**config.mk**
```make
export PLATFORM = sky130hd
export DESIGN_NAME = cache_fill_fsm_flat
export DESIGN_NICKNAME = d
export VERILOG_FILES = /design/src/rtl/cache_fill_fsm_pkg.sv /design/src/rtl/cache_fill_fsm_if.sv /design/src/rtl/cache_fill_fsm_counter.sv /design/src/rtl/cache_fill_fsm.sv /design/src/flat_wrapper.sv
export SDC_FILE = /design/constraint.sdc
export NUM_CORES = 1
export LEC_CHECK = 0
export CORE_AREA = 2 2 77 79
export DETAILED_ROUTE_END_ITERATION = 7
export DIE_AREA = 0 0 79 81
export PLACE_DENSITY = 0.78
export SYNTH_ARGS = -nofsm -noshare
export SYNTH_HDL_FRONTEND = slang
export SYNTH_SLANG_ARGS = --single-unit
```
**constraint.sdc**
```tcl
create_clock -name clk -period 1.9 [get_ports clk]
set_input_delay 0.38 -clock clk [delete_from_list [all_inputs] [get_ports clk]]
set_output_delay 0.38 -clock clk [all_outputs]
set_load 0.05 [all_outputs]
```
**src/rtl/cache_fill_fsm_pkg.sv**
```systemverilog
// Shared types and geometry for the instruction-cache miss handler (cache_fill_fsm).
// The optional miss counter is enabled with the CACHE_FILL_PERF_EN macro.
package wisc_cache_pkg;
  localparam int ADDR_W          = 16;
  localparam int DATA_W          = 16;
  localparam int WORDS_PER_BLOCK = 8;
  localparam int OFFSET_W        = $clog2(WORDS_PER_BLOCK);
  localparam int BLOCK_BYTES     = WORDS_PER_BLOCK * 2;

  localparam logic [ADDR_W-1:0] BLOCK_MASK = ~ADDR_W'(BLOCK_BYTES - 1);

  typedef enum logic [1:0] {FILL_IDLE, FILL_FILL, FILL_TAG} fill_state_t;

  // Block-aligned base address; low byte-in-block bits cleared.
  function automatic logic [ADDR_W-1:0] block_base(input logic [ADDR_W-1:0] addr);
    return addr & BLOCK_MASK;
  endfunction
endpackage

```
**src/rtl/cache_fill_fsm_if.sv**
```systemverilog
// Signal bundle between the miss handler, the pipeline/cache and main memory.
// slave = the miss handler; master = its environment (pipeline, cache, memory).
interface cache_fill_if;
  import wisc_cache_pkg::*;

  // Memory return has no ready: a word is consumed in the cycle mem_data_valid is high.
  logic                req_valid;
  logic [ADDR_W-1:0]   miss_addr;
  logic                miss_detected;
  logic [DATA_W-1:0]   mem_data_in;
  logic                mem_data_valid;
  logic [ADDR_W-1:0]   mem_addr;
  logic                mem_read_en;
  logic [ADDR_W-1:0]   fill_addr;
  logic [DATA_W-1:0]   cache_data_out;
  logic                data_write;
  logic [OFFSET_W-1:0] offset_write;
  logic                tag_write;
  logic                valid_bit;
  logic                fsm_busy;
  logic [15:0]         miss_count;
  fill_state_t         dbg_state;

  modport slave (
    input  req_valid, miss_addr, miss_detected, mem_data_in, mem_data_valid,
    output mem_addr, mem_read_en, fill_addr, cache_data_out, data_write,
           offset_write, tag_write, valid_bit, fsm_busy, miss_count, dbg_state
  );

  modport master (
    output req_valid, miss_addr, miss_detected, mem_data_in, mem_data_valid,
    input  mem_addr, mem_read_en, fill_addr, cache_data_out, data_write,
           offset_write, tag_write, valid_bit, fsm_busy, miss_count, dbg_state
  );
endinterface

```
**src/rtl/cache_fill_fsm_counter.sv**
```systemverilog
// Word counter for one side (issue or return) of a block fill.
// o_wrap marks the increment that takes the count from the last word back to 0.
module fill_word_counter
  import wisc_cache_pkg::*;
(
  input  logic                clk,
  input  logic                rst,
  input  logic                i_clear,
  input  logic                i_inc,
  output logic [OFFSET_W-1:0] o_count,
  output logic                o_wrap
);
  logic [OFFSET_W-1:0] r_count;

  always_ff @(posedge clk) begin
    if (!rst)         r_count <= '0;
    else if (i_clear) r_count <= '0;
    else if (i_inc)   r_count <= r_count + 1'b1;
  end

  assign o_count = r_count;
  assign o_wrap  = i_inc & ~i_clear & (r_count == '1);
endmodule

```
**src/rtl/cache_fill_fsm.sv**
```systemverilog
// Instruction-cache miss handler: fetches the 8-word block, writes it into the cache, then the tag.
// Define CACHE_FILL_PERF_EN to build the saturating miss_count counter; otherwise it reads 0.
module cache_fill_fsm
  import wisc_cache_pkg::*;
(
  input  logic         clk,
  input  logic         rst,
  cache_fill_if.slave  bus
);
  fill_state_t         r_state, w_next;
  logic [ADDR_W-1:0]   r_base;
  logic                r_issue_done, r_ret_done;
  logic                r_data_write;
  logic [OFFSET_W-1:0] r_offset;
  logic [DATA_W-1:0]   r_cache_data;

  logic                w_start, w_issue, w_accept;
  logic [OFFSET_W-1:0] w_issue_cnt, w_ret_cnt;
  logic                w_issue_wrap, w_ret_wrap;

  assign w_start  = (r_state == FILL_IDLE) & bus.req_valid & bus.miss_detected;
  assign w_issue  = (r_state == FILL_FILL) & ~r_issue_done;
  // Returns outside FILL or beyond the 8th word are dropped here.
  assign w_accept = (r_state == FILL_FILL) & ~r_ret_done & bus.mem_data_valid;

  fill_word_counter u_issue_cnt (
    .clk(clk), .rst(rst), .i_clear(w_start), .i_inc(w_issue),
    .o_count(w_issue_cnt), .o_wrap(w_issue_wrap)
  );

  fill_word_counter u_ret_cnt (
    .clk(clk), .rst(rst), .i_clear(w_start), .i_inc(w_accept),
    .o_count(w_ret_cnt), .o_wrap(w_ret_wrap)
  );

  always_ff @(posedge clk) begin
    if (!rst) begin
      r_state      <= FILL_IDLE;
      r_base       <= '0;
      r_issue_done <= 1'b0;
      r_ret_done   <= 1'b0;
      r_data_write <= 1'b0;
      r_offset     <= '0;
      r_cache_data <= '0;
    end else begin
      r_state      <= w_next;
      r_data_write <= w_accept;
      if (w_start) begin
        r_base       <= block_base(bus.miss_addr);
        r_issue_done <= 1'b0;
        r_ret_done   <= 1'b0;
      end else begin
        if (w_issue_wrap) r_issue_done <= 1'b1;
        if (w_ret_wrap)   r_ret_done   <= 1'b1;
      end
      if (w_accept) begin
        r_offset     <= w_ret_cnt;
        r_cache_data <= bus.mem_data_in;
      end
    end
  end

  always_comb begin
    w_next           = r_state;
    bus.mem_read_en  = 1'b0;
    bus.mem_addr     = '0;
    bus.fill_addr    = '0;
    bus.fsm_busy     = 1'b0;
    bus.tag_write    = 1'b0;
    bus.valid_bit    = 1'b0;
    bus.data_write   = r_data_write;
    bus.offset_write = r_data_write ? r_offset : '0;
    bus.cache_data_out = r_cache_data;
    bus.dbg_state    = r_state;
    case (r_state)
      FILL_IDLE: begin
        if (w_start) w_next = FILL_FILL;
      end
      FILL_FILL: begin
        bus.fsm_busy  = 1'b1;
        bus.fill_addr = r_base;
        if (w_issue) begin
          bus.mem_read_en = 1'b1;
          // Base is block aligned, so OR-ing the word offset can never carry into the tag.
          bus.mem_addr    = r_base | ADDR_W'({w_issue_cnt, 1'b0});
        end
        if (r_ret_done & r_data_write) w_next = FILL_TAG;
      end
      FILL_TAG: begin
        bus.fsm_busy  = 1'b1;
        bus.fill_addr = r_base;
        bus.tag_write = 1'b1;
        bus.valid_bit = 1'b1;
        w_next        = FILL_IDLE;
      end
      default: w_next = FILL_IDLE;
    endcase
  end

`ifdef CACHE_FILL_PERF_EN
  logic [15:0] r_miss_count;

  always_ff @(posedge clk) begin
    if (!rst)                                 r_miss_count <= '0;
    else if (w_start && r_miss_count != '1)   r_miss_count <= r_miss_count + 1'b1;
  end

  assign bus.miss_count = r_miss_count;
`else
  assign bus.miss_count = '0;
`endif
endmodule
```
**src/flat_wrapper.sv**
```systemverilog
// flat-port wrapper written by rule: the top's interface ports become plain ports
module cache_fill_fsm_flat import wisc_cache_pkg::*;
  (clk, rst, bus_req_valid, bus_miss_addr, bus_miss_detected, bus_mem_data_in, bus_mem_data_valid, bus_mem_addr, bus_mem_read_en, bus_fill_addr, bus_cache_data_out, bus_data_write, bus_offset_write, bus_tag_write, bus_valid_bit, bus_fsm_busy, bus_miss_count, bus_dbg_state);
  cache_fill_if bus_i ();
  input  logic clk;
  input  logic rst;
  input wire logic [$bits(bus_i.req_valid)-1:0] bus_req_valid;
  input wire logic [$bits(bus_i.miss_addr)-1:0] bus_miss_addr;
  input wire logic [$bits(bus_i.miss_detected)-1:0] bus_miss_detected;
  input wire logic [$bits(bus_i.mem_data_in)-1:0] bus_mem_data_in;
  input wire logic [$bits(bus_i.mem_data_valid)-1:0] bus_mem_data_valid;
  output wire logic [$bits(bus_i.mem_addr)-1:0] bus_mem_addr;
  output wire logic [$bits(bus_i.mem_read_en)-1:0] bus_mem_read_en;
  output wire logic [$bits(bus_i.fill_addr)-1:0] bus_fill_addr;
  output wire logic [$bits(bus_i.cache_data_out)-1:0] bus_cache_data_out;
  output wire logic [$bits(bus_i.data_write)-1:0] bus_data_write;
  output wire logic [$bits(bus_i.offset_write)-1:0] bus_offset_write;
  output wire logic [$bits(bus_i.tag_write)-1:0] bus_tag_write;
  output wire logic [$bits(bus_i.valid_bit)-1:0] bus_valid_bit;
  output wire logic [$bits(bus_i.fsm_busy)-1:0] bus_fsm_busy;
  output wire logic [$bits(bus_i.miss_count)-1:0] bus_miss_count;
  output wire logic [$bits(bus_i.dbg_state)-1:0] bus_dbg_state;
  assign bus_i.req_valid = bus_req_valid;
  assign bus_i.miss_addr = bus_miss_addr;
  assign bus_i.miss_detected = bus_miss_detected;
  assign bus_i.mem_data_in = bus_mem_data_in;
  assign bus_i.mem_data_valid = bus_mem_data_valid;
  assign bus_mem_addr = bus_i.mem_addr;
  assign bus_mem_read_en = bus_i.mem_read_en;
  assign bus_fill_addr = bus_i.fill_addr;
  assign bus_cache_data_out = bus_i.cache_data_out;
  assign bus_data_write = bus_i.data_write;
  assign bus_offset_write = bus_i.offset_write;
  assign bus_tag_write = bus_i.tag_write;
  assign bus_valid_bit = bus_i.valid_bit;
  assign bus_fsm_busy = bus_i.fsm_busy;
  assign bus_miss_count = bus_i.miss_count;
  assign bus_dbg_state = bus_i.dbg_state;
  cache_fill_fsm u_core (.clk(clk), .rst(rst), .bus(bus_i));
endmodule
```
==> impl_metrics.ini <==
[power]
p_leak_nw = 1.43
ir_worst_vdd_mv = 0.597
powerDensity_nw_per_um2 = 607

[yosys]
synth-adder-area-share_pct = 4.73
synth_xor_area_share_pct = 0.827
synth_top_cell_by_area = dfxtp_1
synth.avg_cell_area_um2 = 8.61
synth_simple_gate_area_share_pct = 24.5
synth_area_leaders = dfxtp_1 40%, nand2_1 12%, and2_1 9.2%
synth_mux_area_share_pct = 1.42
synth_enable_flop_cells = 0
syn_inst = 246
yosysTopAreaCellShare_pct = 39.7
synth_top_family_by_area = simple AND/OR/NAND/NOR gates
ys_seq_area_share_pct = 39.7
ys_ff_latch = 42
async_reset_ff_share_pct = 0
synth_cell_types = 26
synth_compound_area_share_pct = 16.2
synth_ff_type = dfxtp_1
synthesis.area_um2 = 2120
synth.most_common_cell = nand2_1
ys_top_cells_by_count = 70 x nand2_1, 42 x dfxtp_1, 31 x and2_1, 25 x buf_4, 17 x a21boi_2
yosys_warnings = 0

[floorplanning]
rows = 28
core_area_um2 = 5680
io_pins = 111
start_util_pct = 37.3
die_h_um = 81
dieArea_um2 = 6400
die_w_um = 79

[sta]
maxSlewHeadroom_pct = 66.0
tightest_slew_ps = 508
setup_viol = 0
slew_violations = 0
max_freq_mhz = 527
fin_skew_ps = 4.58
fin_setup_tns_ps = 0
min_period_ps = 1900
fin_crit_sh_pct = 99.8
finalHoldViolations = 0
setup_ws_ps = 3.15
rsz0062_at_grt = yes

[final_layout]
nets = 385
nFillCells = 469
final_util_pct = 62.6
syn2layout_area_growth_pct = 67.6
diodes = 0
layout-drive-gt1-share_pct = 32.6
instances_no_fill = 416

[route]
postRouteAntennaNets = 0
first_pass_iters = 6
drt_wl_total_um = 5030
drt-vias-per-instance = 4.40
wl_per_cell_um = 12.1
first_iter_violations = 45
routed-via-count = 1830
drc = 0

[setup_path]
cp_cell_sequence = inv_4 -> ha_4 -> nor2b_4 -> buf_6 -> and2_4 -> buf_12
worst_ep_required_time_ps = 1520
cpPeakStageDelay_ps = 360
crit_fanout = 5
start_kind = flop
crit_family = simple AND/OR/NAND/NOR gates
cp_data_arrival_time_ps = 1520
crit_buf_inv = 3
end_kind = output port
worst-setup-path-type = flop to output port
cp_slowest_cell = dfxtp_4

[global_route]
antenna_found_initial = 0
track_usage_pct = 16.0
grt_start_max_net_pins = 24
grt_overflow_total = 0
grt_pass1_vias = 1763
grt_pass1_wl_um = 8050

[cts]
clk_latency_ps = 290
numCtsBuffers = 5
cts_num_sinks = 42
tritoncts = done
clockRootBuffer = clkbuf_8
clockBufferDepth = 2
cts.clk_slew.worst_paths_ps = 80
h-tree-depth = 2

[outcome]
outcome = complete, no violations

[place]
dp_cells = 399
routabilityCongestion = 0.706
dpl.hpwl_um = 3750
port_buffers = 85
pre_cts_ws_ps = 163

[min_path]
min_path_type = flop to flop

[flow_run]
maxCapViolCount = 0
==> placed cells by master (no fill, tap or decap), types with 5 or more instances in the layout <==
cell,instances
and2_2,10
dfxtp_1,40
and2_4,15
and2_1,6
buf_4,18
ha_1,6
a21boi_0,14
a21boi_2,17
clkbuf_8,5
nand2_1,70
conb_1,21
buf_12,33
clkdlybuf4s50_1,47
nor2_1,6
==> power breakdown <==
| group | switching [W] | internal (W) |
|---|---|---|
| registers | 0.0000237 | 0.000911 |
| logic | 0.000340 | 0.000250 |
| clock network | 0.000298 | 0.000334 |
| total | 0.000661 | 0.00150 |
==> worst register-to-register path, cell delays in order (launching register included) <==
cell and delay, ps:
dfxtp_4 370, inv_4 50, ha_4 150, buf_4 120, buf_4 140, nand3b_1 70
buf_4 250, nand2_1 80, a21oi_1 180
==> registers in the layout, summed over array words and instances (netlist names) <==
register and count:
u_core.bus.dbg_state 2, u_core.r_offset 3, u_core.u_ret_cnt.o_count 3, u_core.bus.data_write 1, u_core.r_base 12, u_core.r_ret_done 1
u_core.bus.cache_data_out 16, u_core.r_issue_done 1, u_core.u_issue_cnt.o_count 3
==> through the flow <==
step / hold WS [ps] / total power, W / area [µm²]
global route: 482 / 0.00226 / 3550
floorplan: 437 / 0.00134 / 2250
detailed placement: 453 / 0.00151 / 3310
CTS: 465 / 0.00217 / 3500
finish: 462 / 0.00216 / 3550
global placement: 449 / 0.00150 / 3310
==> final timing paths <==
kind / startpoint / endpoint / slack [ps] / depth (start not counted)
max reg2reg: u_core.bus.dbg_state[1] / u_core.u_ret_cnt.o_count[1] / 410 / 8
min: u_core.r_offset[0] / u_core.r_offset[0] / 460 / 2
max: u_core.bus.dbg_state[1] / bus_mem_addr[4] / 3 / 6
min reg2reg: u_core.r_offset[0] / u_core.r_offset[0] / 460 / 2
==> per-layer routing <==
layer	vias to the layer above	global-route usage [%]	share of wire (%)
li1	925	-	-
met1	831	18.1	41
met2	67	29.0	51
met3	7	5.00	6.9
met4	0	4.66	1.3
met5	-	0	0
==> logic make-up after synthesis <==
group | after synthesis
AND/OR/NAND/NOR | 113
flip-flops | 42
AO/OA/AOI/OAI | 39
buffers and inverters | 38
adder cells (fa/ha/maj) | 8
multiplexers | 3
XOR/XNOR | 2
other | 1
==> final cells by class <==
| cell class | instances | area, µm² | share of cell area (%) |
|---|---|---|---|
| clock buffer | 6 | 93.8 | 2.64 |
| clock inverter | 2 | 10.0 | 0.282 |
| inverter | 2 | 10.0 | 0.282 |
| multi-input combinational | 186 | 1170 | 33.0 |
| sequential | 42 | 848 | 23.9 |
| tap | 75 | 93.8 | 2.64 |
| timing repair buffer | 103 | 1320 | 37.3 |
==> repair_timing <==
| item | 4_1_cts | 5_1_grt |
|---|---|---|
| gates cloned | 2 | 0 |
| hold endpoints to repair | 0 | 0 |
| buffers inserted | 2 | 5 |
| hold buffers | 0 | 0 |
| pin swaps | 0 | 3 |
| endpoints found under the setup margin | 15 | 24 |
| gates resized for setup | 19 | 1 |
Note: power is estimated with default switching activity, not from simulation.
